**src/rtl/io_port_bank.sv**
```systemverilog
// rtl/io_port_bank.sv - memory-mapped GPIO port bank with 2-flop input synchronisers
// Optional edge capture (STAT registers, irq) is built when IO_PORT_IRQ_EN is defined.
module io_port_bank #(
    parameter int N_PORTS = 8,
    parameter int DW      = 8,
    parameter int AW      = 8,
    parameter int BASE    = 0
) (
    input  logic                  clk,
    input  logic                  rst_n,
    input  logic [AW-1:0]         addr,
    input  logic                  RE,
    input  logic                  WE,
    input  logic [DW-1:0]         Din,
    output logic [DW-1:0]         Dout,
    output logic                  rd_valid,
    output logic                  io_read,
    output logic                  io_write,
    input  logic [N_PORTS*DW-1:0] pins_i,
    output logic [N_PORTS*DW-1:0] pins_o,
    output logic [N_PORTS*DW-1:0] pins_oe,
    output logic                  irq
);

`ifdef IO_PORT_IRQ_EN
    localparam int N_BANKS = 3;
`else
    localparam int N_BANKS = 2;
`endif
    localparam int            MAP_SIZE = N_BANKS * N_PORTS;
    localparam logic [AW-1:0] BASE_A   = AW'(BASE);

    logic [N_PORTS*DW-1:0] data_out_q, data_out_d;
    logic [N_PORTS*DW-1:0] dir_q, dir_d;
    logic [N_PORTS*DW-1:0] sync1_q, sync1_d;
    logic [N_PORTS*DW-1:0] sync2_q, sync2_d;
    logic [DW-1:0]         dout_q, dout_d;
    logic                  rd_valid_q, rd_valid_d;
`ifdef IO_PORT_IRQ_EN
    logic [N_PORTS*DW-1:0] prev_q, prev_d;
    logic [N_PORTS*DW-1:0] stat_q, stat_d;
    logic                  irq_q, irq_d;
`endif

    logic [AW:0]   diff;
    logic [31:0]   off_w;
    logic          hit;
    logic [DW-1:0] rd_data;

    // One extra bit on the subtraction catches addresses below BASE without wrap aliasing.
    always_comb begin
        diff  = {1'b0, addr} - {1'b0, BASE_A};
        off_w = 32'(diff[AW-1:0]);
        hit   = !diff[AW] && (off_w < 32'(MAP_SIZE));
    end

    assign io_read  = RE && hit;
    assign io_write = WE && hit;

    always_comb begin
        rd_data    = '0;
        data_out_d = data_out_q;
        dir_d      = dir_q;
        sync1_d    = pins_i;
        sync2_d    = sync1_q;
`ifdef IO_PORT_IRQ_EN
        prev_d     = sync2_q;
        stat_d     = stat_q;
`endif
        for (int k = 0; k < N_PORTS; k++) begin
            if (hit && off_w == 32'(k)) begin
                rd_data = (dir_q[k*DW +: DW] & data_out_q[k*DW +: DW])
                        | (~dir_q[k*DW +: DW] & sync2_q[k*DW +: DW]);
                if (WE)
                    data_out_d[k*DW +: DW] = Din;
            end
            if (hit && off_w == 32'(N_PORTS + k)) begin
                rd_data = dir_q[k*DW +: DW];
                if (WE)
                    dir_d[k*DW +: DW] = Din;
            end
`ifdef IO_PORT_IRQ_EN
            if (hit && off_w == 32'(2*N_PORTS + k)) begin
                rd_data = stat_q[k*DW +: DW];
                if (WE)
                    stat_d[k*DW +: DW] = stat_q[k*DW +: DW] & ~Din;
            end
`endif
        end
`ifdef IO_PORT_IRQ_EN
        // Rising edges on input-direction bits are OR'd in last so they win over a clear.
        stat_d = stat_d | (sync2_q & ~prev_q & ~dir_q);
        irq_d  = |stat_d;
`endif
        rd_valid_d = RE;
        dout_d     = RE ? rd_data : dout_q;
    end

    always_ff @(posedge clk or negedge rst_n) begin
        if (!rst_n) begin
            data_out_q <= '0;
            dir_q      <= '0;
            sync1_q    <= '0;
            sync2_q    <= '0;
            dout_q     <= '0;
            rd_valid_q <= 1'b0;
`ifdef IO_PORT_IRQ_EN
            prev_q     <= '0;
            stat_q     <= '0;
            irq_q      <= 1'b0;
`endif
        end else begin
            data_out_q <= data_out_d;
            dir_q      <= dir_d;
            sync1_q    <= sync1_d;
            sync2_q    <= sync2_d;
            dout_q     <= dout_d;
            rd_valid_q <= rd_valid_d;
`ifdef IO_PORT_IRQ_EN
            prev_q     <= prev_d;
            stat_q     <= stat_d;
            irq_q      <= irq_d;
`endif
        end
    end

    assign Dout     = dout_q;
    assign rd_valid = rd_valid_q;
    assign pins_o   = data_out_q;
    assign pins_oe  = dir_q;
`ifdef IO_PORT_IRQ_EN
    assign irq = irq_q;
`else
    assign irq = 1'b0;
`endif

endmodule
```
**config.mk**
```make
export PLATFORM = sky130hd
export DESIGN_NAME = io_port_bank
export DESIGN_NICKNAME = d
export VERILOG_FILES = /design/src/rtl/io_port_bank.sv
export SDC_FILE = /design/constraint.sdc
export NUM_CORES = 1
export LEC_CHECK = 0
export CAP_MARGIN = 20
export CORE_MARGIN = 4
export CORE_UTILIZATION = 45
export DETAILED_ROUTE_END_ITERATION = 8
export PLACE_DENSITY = 0.72
export SLEW_MARGIN = 10
export SYNTH_ARGS = -nofsm -noshare
export SYNTH_HDL_FRONTEND = slang
export SYNTH_SLANG_ARGS = --single-unit
export TNS_END_PERCENT = 50
```
**constraint.sdc**
```tcl
create_clock -name clk -period 2.3 [get_ports clk]
set_input_delay 0.575 -clock clk [delete_from_list [all_inputs] [get_ports clk]]
set_output_delay 0.575 -clock clk [all_outputs]
set_load 0.005 [all_outputs]
```
==> results.yml <==
cts:
  clkSinkCount: 265
  clk_pin_slew_ns: 0.06
  cts_tree: "yes"
  clk_latency_ns: 0.55
  clock_path_buffers: 3
  cts_root_buf: "clkbuf_16"
  cts-htree-levels: 1
  numCtsBuffers: 27
synthesis:
  synthTopCellsByCount: "dfrtp_1, mux2_2, a21oi_1"
  syn_area_per_cell_um2: 13.5
  synth_edf_count: 0
  synth_area_um2: 10700
  yosysTopAreaCellShare_pct: 61.9
  synthFlopType: "dfrtp_1"
  postSynthNetCount: 877
  synth_seq_cells: 265
  synth_largest_area_cell: "dfrtp_1"
  yosysMostFrequentCell: "dfrtp_1"
  yosys-top-cells-area: "dfrtp_1, mux2_2, mux2i_1, a21oi_1, o21ai_0"
  ys_warn_count: 0
  synth-seq-area-share_pct: 61.9
  syn_inst: 793
  synth_cell_types: 67
  synth-async-reset-ratio_pct: 100
timing:
  post-route-period-util_pct: 96.9
  fin_ws_ns: 0.0710
  finalMaxSlewViolations: 0
  worst_pin_slew_ns: 0.703
  fin_crit_ns: 2.23
  fmax_mhz: 449
  fin_skew_ns: 0.0209
  setup_viol: 0
  hold_violations: 0
  maxSlewHeadroom_pct: 53.0
  whs_ns: 0.345
  fin_tns_setup_ns: 0
  rsz0062_at_grt: "false"
power_and_ir_drop:
  switching_power_mw: 2.40
  ir_drop_mv: 0.560
  clkPwrFrac_pct: 40.8
  netSwitchingFraction_pct: 23.3
  powerDensity_nw_per_um2: 683
  seqPwrFrac_pct: 48.9
  p_leak_nw: 6.67
  power_frac_comb_pct: 10.3
  intPower_mw: 7.92
grt:
  grt_pass1_wl_mm: 49.5
  grt_pass1_vias: 8430
  grt_usage_pct: 24.3
  grt_max_degree: 62
  antenna_found_initial: 1
  grt.overflow.total: 0
critical_path:
  critical_path_required_ns: 1.73
  worst_setup_path_start_kind: "primary input"
  crit_start: "addr[4]"
  path_class: "primary input to output port"
  reg2reg_from: "pins_oe[23]"
  cp-end-kind: "output port"
  r2r-end: "Dout[7]"
  r2r_slack_ns: 0.22
  cp-endpoint: "io_read"
  cp_max_fo: 2
  r2r_cells: 5
  worstPathArrival_ns: 1.65
floorplanning:
  coreArea_um2: 23500
  fp.dieW_um: 162
  die-area_um2: 26400
  io_pins: 224
  rows: 56
  start_util_pct: 45.7
  fp.dieH_um: 162
routing:
  wl_per_cell_um: 22.0
  drtAntennaViolNets: 0
  drt-total-wl_mm: 32.3
  via_per_inst: 5.46
  via_count: 8016
  drt_iter0_drc: 509
  drc: 0
  dr.pass1.iters: 5
finish:
  nets: 1212
  final_area_um2: 15100
  area_growth_pct: 41.0
  layout-drive-gt1-share_pct: 30.8
  final_cells: 1468
placement:
  port-buffer-count: 222
  placed_cells: 1415
  pre_cts_slack_ns: -0.598
  dp_hpwl_mm: 24.3
  gp_congestion: 0.946
  dpl_cell_area_um2: 14200
worst_hold_path:
  hold_class: "flop to flop"
run_status:
  status: "finished clean"
job:
  maxCapViolCount: 0
## layer usage
layer / routed length, um / track usage (%)
met2: 15300 / 38.8
met4: 1010 / 8.07
met3: 2480 / 5.90
met1: 13500 / 33.1
met5: 0 / 0
## how the worst min path moves through the flow
stage | startpoint | endpoint | slack, ns | cells past startpoint
6_report | sync1_q[16] | sync2_q[16] | 0.34 | 0
5_1_grt | sync1_q[38] | sync2_q[38] | 0.35 | 0
4_1_cts | sync1_q[38] | sync2_q[38] | 0.35 | 0
3_5_place_dp | sync1_q[1] | sync2_q[1] | 0.33 | 0
3_3_place_gp | sync1_q[36] | sync2_q[36] | 0.33 | 0
2_1_floorplan | rst_n | Dout[0] | 0.28 | 0
## cell families (layout without fill, tap and decap cells)
kind of cell / Yosys count / count (layout) / share of synthesized area, %
and+or+nand+nor: 144 / 144 / 8.12
DFF: 265 / 265 / 61.9
muxes: 169 / 169 / 17.5
other: 1 / 2 / 0.0350
buffers and inverters: 50 / 405 / 2.25
AOI/OAI and AO/OA: 164 / 164 / 10.3
## placed cells by master, fill, tap and decap left out, drive strengths merged, types with 6 or more instances in the layout
master         Yosys  routed
a2bb2oi            6       6
nand2b             6       6
nand3             17      17
nor3               6       6
nand2             29      29
nor2              33      33
a31oi             13      13
inv                6       7
clkdlybuf4s50      0     212
a21oi             39      39
mux2             145     145
o21ai             39      39
a22oi              6       6
clkbuf            21      42
mux2i             24      24
nand4              9       9
nor3b              9       9
nor2b             13      13
dfrtp            265     265
buf               23     131
o221ai             6       6
and3               6       6
## power groups by stage
stage	logic [mW]	clock network (mW)	registers, mW
after floorplan	0.351	0	5.09
after global placement	1.06	0	5.12
after detailed placement	1.06	0	5.13
after CTS	1.07	4.31	5.05
after global routing	1.15	4.49	5.07
final	1.06	4.21	5.05
## repair_timing
action                                  in CTS  in global routing
hold endpoints to repair                    50                  0
endpoints found under the setup margin      17                  6
gates resized for setup                     12                  6
buffers inserted                             1                  1
pin swaps                                    3                  1
cloned                                       0                  0
hold buffers                                 1                  0
## cell type report
class | instances | area, um^2
Fill cell | 1792 | 8360
Sequential cell | 265 | 6630
Multi-Input combinational cell | 478 | 3870
Timing Repair Buffer | 350 | 3320
Clock buffer | 42 | 822
Tap cell | 319 | 399
Clock inverter | 7 | 47.5
Inverter | 6 | 22.5
Antenna cell | 1 | 2.50
## registers in the layout, indices dropped and copies added, names as in the netlist
register	count
pins_o	64
pins_oe	64
sync1_q	64
sync2_q	64
Dout	8
rd_valid	1
## critical path, stage by stage
cell	delay, ns
dlygate4sd2_1	0.24
or4_4	0.53
nor2_1	0.09
clkdlybuf4s15_1	0.21
## stage by stage
step	power (mW)	utilization, %
detailed placement	6.20	60.5
CTS	10.4	64.3
global placement	6.18	60.5
floorplan	5.44	-
finish	10.3	64.4
global route	10.7	64.4
Note: power is estimated with default switching activity, not from simulation.
